### config.mk
export PLATFORM = sky130hd
export DESIGN_NAME = cube_layer_scheduler
export DESIGN_NICKNAME = d
export VERILOG_FILES = /design/src/rtl/cube_layer_scheduler.sv
export SDC_FILE = /design/constraint.sdc
export NUM_CORES = 1
export LEC_CHECK = 0
export BUFFER_PORTS_ARGS = -buffer_cell sky130_fd_sc_hd__buf_2
export CAP_MARGIN = 20
export CORE_ASPECT_RATIO = 1.4
export CORE_MARGIN = 2
export CORE_UTILIZATION = 55
export DETAILED_ROUTE_END_ITERATION = 16
export GPL_TIMING_DRIVEN = 0
export PLACE_DENSITY = 0.8
export SLEW_MARGIN = 10
export SYNTH_ARGS = -nofsm -noshare
export SYNTH_HDL_FRONTEND = slang
export SYNTH_SLANG_ARGS = --single-unit
### constraint.sdc
create_clock -name clk -period 5.29 [get_ports clk]
set_input_delay 0.7935 -clock clk [delete_from_list [all_inputs] [get_ports clk]]
set_output_delay 0.7935 -clock clk [all_outputs]
set_load 0.005 [all_outputs]
### src/rtl/cube_layer_scheduler.sv
// rtl/cube_layer_scheduler.sv - layer-by-layer frame sequencer for an 8x8x8 LED cube
//
// For each layer the block does four things in order:
//   1. It reads the layer's column word from the double-buffered frame memory.
//   2. It shifts the word out MSB first on sr_data/sr_clk.
//   3. It latches the column registers.
//   4. It starts the layer activator and waits for that activator's done pulse.
// A requested display-buffer swap is only applied when the last layer of a frame
// completes, so a displayed frame never mixes data from two buffers.
//
// Ports:
//   clk, rst          system clock; asynchronous active-high reset
//   enable            level, keep scanning while high
//   swap_req          1-cycle request to toggle the display buffer
//   mem_rd_en/addr    frame memory read strobe and {buffer_sel, layer}
//   mem_rd_data       column word, valid the cycle after mem_rd_en
//   sr_data/clk/latch serial column interface to the column shift registers
//   act_start/layer   layer activator start pulse and layer index
//   act_done          layer activator done pulse
//   swap_ack          pulse when the buffer toggle takes effect
//   frame_done        pulse when the last layer of a frame completes
//   busy              high whenever not idle

module cube_layer_scheduler #(
    parameter int NUM_LAYERS = 8,
    parameter int COLS       = 64,
    parameter int SR_HALF    = 2
) (
    input  logic                          clk,
    input  logic                          rst,
    input  logic                          enable,
    input  logic                          swap_req,
    output logic                          mem_rd_en,
    output logic [$clog2(NUM_LAYERS):0]   mem_rd_addr,
    input  logic [COLS-1:0]               mem_rd_data,
    output logic                          sr_data,
    output logic                          sr_clk,
    output logic                          sr_latch,
    output logic                          act_start,
    output logic [$clog2(NUM_LAYERS)-1:0] act_layer,
    input  logic                          act_done,
    output logic                          swap_ack,
    output logic                          frame_done,
    output logic                          busy
);

    localparam int LW = $clog2(NUM_LAYERS);
    localparam int BW = $clog2(COLS);
    localparam int PW = $clog2(2 * SR_HALF);

    localparam logic [LW-1:0] LAST_LAYER = LW'(NUM_LAYERS - 1);
    localparam logic [BW-1:0] LAST_BIT   = BW'(COLS - 1);
    localparam logic [PW-1:0] LAST_PHASE = PW'(2 * SR_HALF - 1);
    localparam logic [PW-1:0] HIGH_PHASE = PW'(SR_HALF);

    typedef enum logic [2:0] {
        S_IDLE, S_FETCH, S_CAPTURE, S_SHIFT, S_LATCH, S_ACTIVATE, S_WAIT_DONE, S_NEXT
    } state_t;

    state_t           r_state;
    state_t           w_next_state;
    logic [LW-1:0]    r_layer;
    logic             r_buf_sel;
    logic             r_swap_pending;
    logic [COLS-1:0]  r_shift;
    logic [BW-1:0]    r_bit;
    logic [PW-1:0]    r_phase;

    logic             w_wrap;
    logic             w_bit_end;
    logic             w_swap_now;

    assign w_wrap     = (r_state == S_NEXT) && (r_layer == LAST_LAYER);
    assign w_bit_end  = (r_phase == LAST_PHASE);
    // A request arriving on the wrap cycle itself is honoured immediately.
    assign w_swap_now = w_wrap && (r_swap_pending || swap_req);

    always_ff @(posedge clk or posedge rst) begin
        if (rst) begin
            r_state <= S_IDLE;
        end else begin
            r_state <= w_next_state;
        end
    end

    always_comb begin
        w_next_state = r_state;
        mem_rd_en    = 1'b0;
        mem_rd_addr  = '0;
        sr_data      = 1'b0;
        sr_clk       = 1'b0;
        sr_latch     = 1'b0;
        act_start    = 1'b0;
        act_layer    = '0;
        swap_ack     = w_swap_now;
        frame_done   = w_wrap;
        busy         = (r_state != S_IDLE);
        case (r_state)
            S_IDLE: begin
                if (enable) w_next_state = S_FETCH;
            end
            S_FETCH: begin
                mem_rd_en    = 1'b1;
                mem_rd_addr  = {r_buf_sel, r_layer};
                w_next_state = S_CAPTURE;
            end
            S_CAPTURE: begin
                w_next_state = S_SHIFT;
            end
            S_SHIFT: begin
                // Bit held for the whole low+high period; clock is high in the second half.
                sr_data = r_shift[COLS-1];
                sr_clk  = (r_phase >= HIGH_PHASE);
                if (w_bit_end && (r_bit == LAST_BIT)) w_next_state = S_LATCH;
            end
            S_LATCH: begin
                sr_latch     = 1'b1;
                w_next_state = S_ACTIVATE;
            end
            S_ACTIVATE: begin
                act_start    = 1'b1;
                act_layer    = r_layer;
                w_next_state = S_WAIT_DONE;
            end
            S_WAIT_DONE: begin
                act_layer = r_layer;
                if (act_done) w_next_state = S_NEXT;
            end
            S_NEXT: begin
                w_next_state = enable ? S_FETCH : S_IDLE;
            end
            default: w_next_state = S_IDLE;
        endcase
    end

    always_ff @(posedge clk or posedge rst) begin
        if (rst) begin
            r_layer        <= '0;
            r_buf_sel      <= 1'b0;
            r_swap_pending <= 1'b0;
            r_shift        <= '0;
            r_bit          <= '0;
            r_phase        <= '0;
        end else begin
            if (swap_req && !w_wrap) r_swap_pending <= 1'b1;
            case (r_state)
                S_CAPTURE: begin
                    r_shift <= mem_rd_data;
                    r_bit   <= '0;
                    r_phase <= '0;
                end
                S_SHIFT: begin
                    if (w_bit_end) begin
                        r_phase <= '0;
                        r_bit   <= r_bit + BW'(1);
                        r_shift <= {r_shift[COLS-2:0], 1'b0};
                    end else begin
                        r_phase <= r_phase + PW'(1);
                    end
                end
                S_NEXT: begin
                    if (r_layer == LAST_LAYER) begin
                        r_layer <= '0;
                        if (w_swap_now) begin
                            r_buf_sel      <= ~r_buf_sel;
                            r_swap_pending <= 1'b0;
                        end
                    end else begin
                        r_layer <= r_layer + LW'(1);
                    end
                    // Re-enabling always restarts the frame from layer 0.
                    if (!enable) r_layer <= '0;
                end
                default: ;
            endcase
        end
    end

endmodule
=== Yosys cells after proc, flatten, opt, wreduce, memory -nomap -nowiden ===
Index checks and enable logic that the tools add are counted.

* Add/sub/neg operators: 3
* Magnitude comparators: 1
* Equal/unequal tests: 14
* Muxes and demuxes: 24
* Bitwise logic cells: 1
* Reduce and logical (&&, ||, !) cells: 13

{| class="wikitable"
|+ Operators with widths
! cell !! count
|-
| $pmux 64 s2 || 1
|-
| $mux 64 || 1
|-
| $pmux 3 s8 || 1
|-
| $mux 3 || 6
|-
| $eq 3x3->1 const B || 5
|-
| $pmux 6 s2 || 1
|-
| $mux 1 || 10
|-
| $ne 2x2->1 const B || 4
|-
| $add 6x1->6 const B || 1
|-
| $eq 3x2->1 const B || 2
|-
| $eq 6x6->1 const B || 1
|-
| $mux 6 || 1
|-
| $reduce_and 3->1 || 2
|-
| $logic_and 1x1->1 || 4
|-
| $mux 4 || 1
|-
| $pmux 2 s2 || 1
|-
| $add 3x1->3 const B || 1
|-
| $eq 3x1->1 const B || 1
|-
| $logic_not 3->1 || 1
|-
| $reduce_bool 3->1 || 1
|-
| $add 2x1->2 const B || 1
|-
| $eq 2x2->1 const B || 1
|-
| $ge 2x2->1 const B || 1
|-
| $mux 2 || 1
|-
| other kinds (6) || 6
|}

* Register bits after elaboration: 80
* Input port bits: 69
* Output and inout bits: 15
* Word-level logic and storage cells: 63

=== Logic depth before layout (Yosys ltp) ===
* Depth in word-level cells: 8
* Depth in mapped cells: 7
* Mapped depth without buffers: 5

=== Worst setup path after synthesis ===
No wires, ideal clock.

* Path type: input-to-output
* Start: input swap_req
* End: output swap_ack
* Data arrival time: 1,113 ps
* Required time: 4,497 ps
* Slack: 3,383 ps
* Stages on the path: 2
* Cells stage by stage: nor2_1 > nor3_1

* Cells in the longest elaborated chain, start to end: 2

{| class="wikitable"
|+ Ends and longest elaborated chain
! item !! line !! text
|-
| start, declared || 32 || <nowiki>input logic swap_req,</nowiki>
|-
| $logic_or 1x1->1 || 76 || <nowiki>assign w_swap_now = w_wrap && (r_swap_pending || swap_req);</nowiki>
|-
| $logic_and 1x1->1 || 76 ||
|-
| end, declared || 42 || <nowiki>output logic swap_ack,</nowiki>
|}

No other way between the ends.

=== Final worst setup path ===
* Start: register r_state[0]
* End: output swap_ack

* Cells in the longest elaborated chain, start to end: 3

{| class="wikitable"
|+ Ends and longest elaborated chain
! item !! line !! text
|-
| start, declared || 60 || <nowiki>state_t r_state;</nowiki>
|-
| start signal, assigned || 82 || <nowiki>r_state <= w_next_state;</nowiki>
|-
| $eq 3x3->1 || 73 || <nowiki>assign w_wrap = (r_state == S_NEXT) && (r_layer == LAST_LAYER);</nowiki>
|-
| $logic_and 1x1->1 || 73 ||
|-
| $logic_and 1x1->1 || 76 ||
|}

No other way between the ends.

==> impl_results.md <==
- Vias/cell: 5.67
- Worst Setup End Kind: primary output
- Reg2reg start: r_phase[1]$_DFFE_PP0P_
- Post-Syn Area: 0.00396 mm2
- R2r endpoint: r_shift[29]$_DFFE_PP0P_
- CP max FO: 10
- Critical Path RT: 4500 ps
- Net Sw Frac: 0.309
- Flop pwr share: 0.492
- Die Footprint: 0.00790 mm2
- DR WL met2: 4400 um
- Post-synth cell types: 35
- Final Max Slew Viols: 0
- Max incr delay on CP: 390 ps
- Syn nets: 459
- #FFs+latches synth: 80
- Starting Density: 0.567
- Root buf cell: clkbuf_8
- GPL Wtd Cong: 0.771
- First-pass GRT wire length: 14,800 um
- Status: completed
- CP dominant cell by count: buf_2
- Top-count cell post-synth: o21ai_0
- Largest net degree at the start of global routing: 54
- Net Switching: 0.620 mW
- Setup TNS: 0 ps
- Core area: 0.00698 mm2
- HPWL after DPL: 6120 um
- Max Freq: 404 MHz
- Worst-Skew Late Latency: 350 ps
- Ratio of cells with drive above 1 in the final layout: 0.248
- VDD IR max: 0.286 mV
- Comb power frac: 0.241
- Vias in the first global route: 3,242
- Yosys top cell by area: dfrtp_1
- Drt pass-1 iters: 4
- R2R cell count: 7
- DRC Markers: 0
- Yosys top cell area share: 0.506
- ANT nets after route: 0
- WL met3: 333 um
- Fin crit period: 2470 ps
- Sequential share of the synthesized area: 0.506
- Crit-path slowest cell: dfrtp_1
- Total GRT Usage: 0.240
- Clock Skew: 8.39 ps
- Slew of the pin with the lowest slew margin: 472 ps
- IO Count: 84
- Die Ht: 104 um
- Critical path type: reg -> out
- Post-synth EDFFs: 0
- Ys flop type: dfrtp_1
- Cell-internal power: 1.39 mW
- Number of setup buffers added after CTS: 0
- Max Cap Violations: 0
- CTS clk-pin slew, worst paths: 80 ps
- Inst Count DP: 564
- Final Hold Fails: 0
- RSZ-0062 raised after global routing: false
- Ranking of synthesized cells by area: dfrtp_1, mux2i_1, o21ai_0
- Area growth, synth to finish: 20.1%
- M1 WL: 3830 um
- Power density over cell area: 422 mW/mm2
- Slew margin rel.: 0.683
- Overflow left after global routing: 0
- H-Tree Depth: 3
- Crit path DAT: 1680 ps
- Initial antenna violation count: 0
- # rows: 36
- Hold Buf Count CTS: 0
- Ant. Diodes: 0
- Routed wire length: 8770 um
- Clock share of power: 0.266
- Net count, final: 554
- Post-cts sizing count: 0
- CTS tree: yes
- Final period util: 0.468
- Max Used Layer: met4
- Final setup violation count: 0
- Via count: 3,284
- Lkg Pwr: 2.02 nW
- Avg WL per Cell: 15.1 um
- Most frequent cells after synthesis: o21ai_0, dfrtp_1, mux2i_1
- CTS Buffer Depth: 2
- Async S/R FF share, synth: 1.00
- Cells after synthesis: 385
- Mapped Avg Cell Area: 10.3 um2
- Die W: 75.7 um
- Crit path cell chain: buf_2, nand3_1, nor3_1, buf_2
- Fin cells: 579
- Flop2flop setup slack: 3400 ps
- Initial DRC Count: 168
- Hold WC Path Type: in -> async
- # port buffers: 83
- Clock sinks: 80
- Crit start category: register
- CTS Buf Count: 9
- Warnings, synthesis: 0
-- state kept, by name, indices dropped and copies added, names as in the netlist --
name	cells
r_shift	64
r_phase	2
r_state	3
r_buf_sel	1
r_bit	6
r_layer	3
r_swap_pending	1
-- worst max path at each step --
| stage | slack [ps] | from | end |
|---|---|---|---|
| finish | 2820 | r_state[0]$_DFFE_PP0P_ | swap_ack |
| global route | 2630 | r_state[0]$_DFFE_PP0P_ | swap_ack |
| detailed placement | 3160 | r_state[1]$_DFFE_PP0P_ | mem_rd_addr[1] |
| global placement | 1500 | rst | r_shift[63]$_DFFE_PP0P_ |
| floorplan | 2440 | rst | r_bit[0]$_DFFE_PP0P_ |
| CTS | 2790 | r_state[0]$_DFFE_PP0P_ | swap_ack |
-- power by group through the flow --
stage / clock [mW] / sequential [mW] / combinational, mW
2_1_floorplan: 0 / 0.953 / 0.360
3_3_place_gp: 0 / 0.982 / 0.453
6_report: 0.534 / 0.988 / 0.484
4_1_cts: 0.541 / 0.987 / 0.489
5_1_grt: 0.564 / 1.02 / 0.567
3_5_place_dp: 0 / 0.997 / 0.485
-- cells by family after synthesis --
kind of cell    count (synthesis)  share of synthesized area
compound gates                148                      0.197
xor+xnor                        2                    0.00442
fa+ha+maj                       5                     0.0158
buf+inv                        39                     0.0496
flops                          80                      0.506
mux                            64                      0.162
simple gates                   47                     0.0654
-- layout by cell type, fill, tap and decap left out, types with 2 or more instances in the layout --
cell type	n
a21o_1	2
a21oi_1	4
and2_1	5
and3_1	4
buf_2	93
buf_4	6
buf_6	2
bufinv_16	3
clkbuf_1	15
clkbuf_8	9
clkinv_2	2
dfrtp_1	80
ha_1	5
inv_1	5
mux2i_1	64
nand2_1	9
nand3_1	4
nor2_1	8
nor2b_1	2
nor3_1	4
nor3b_1	2
o21ai_0	115
o21ai_1	17
o31ai_1	4
or4_1	3
xor2_1	2
-- per-layer routing --
metal | track usage | up-vias
met5 | 0 | -
met4 | 0.0965 | 0
met3 | 0.0465 | 19
met2 | 0.390 | 90
met1 | 0.309 | 1595
li1 | - | 1580
-- worst max-delay path, delay by kind of cell, from the launching register on --
kind | cells | cell delay (ps)
flip-flops | 1 | 390
buffers and inverters | 2 | 400
AND/OR/NAND/NOR | 2 | 540
-- layout make-up --
class,instances,area [um2]
tap,95,119
clock buffer,9,124
inverter,6,25.0
multi-input combinational,266,1760
buffer,33,174
timing repair buffer,84,443
fill,568,2220
clock inverter,6,109
sequential,80,2000
-- metrics by stage --
stage | total power [mW] | area, um2 | setup slack (ps) | hold slack [ps] | util
finish | 2.01 | 4760 | 2820 | 421 | 0.681
CTS | 2.02 | 4760 | 2790 | 423 | 0.681
global placement | 1.43 | 4490 | 1500 | 454 | 0.644
floorplan | 1.31 | 3960 | 2440 | 434 | -
global route | 2.15 | 4760 | 2630 | 446 | 0.681
detailed placement | 1.48 | 4520 | 3160 | 458 | 0.648
Power figures use the tool's default switching activity.
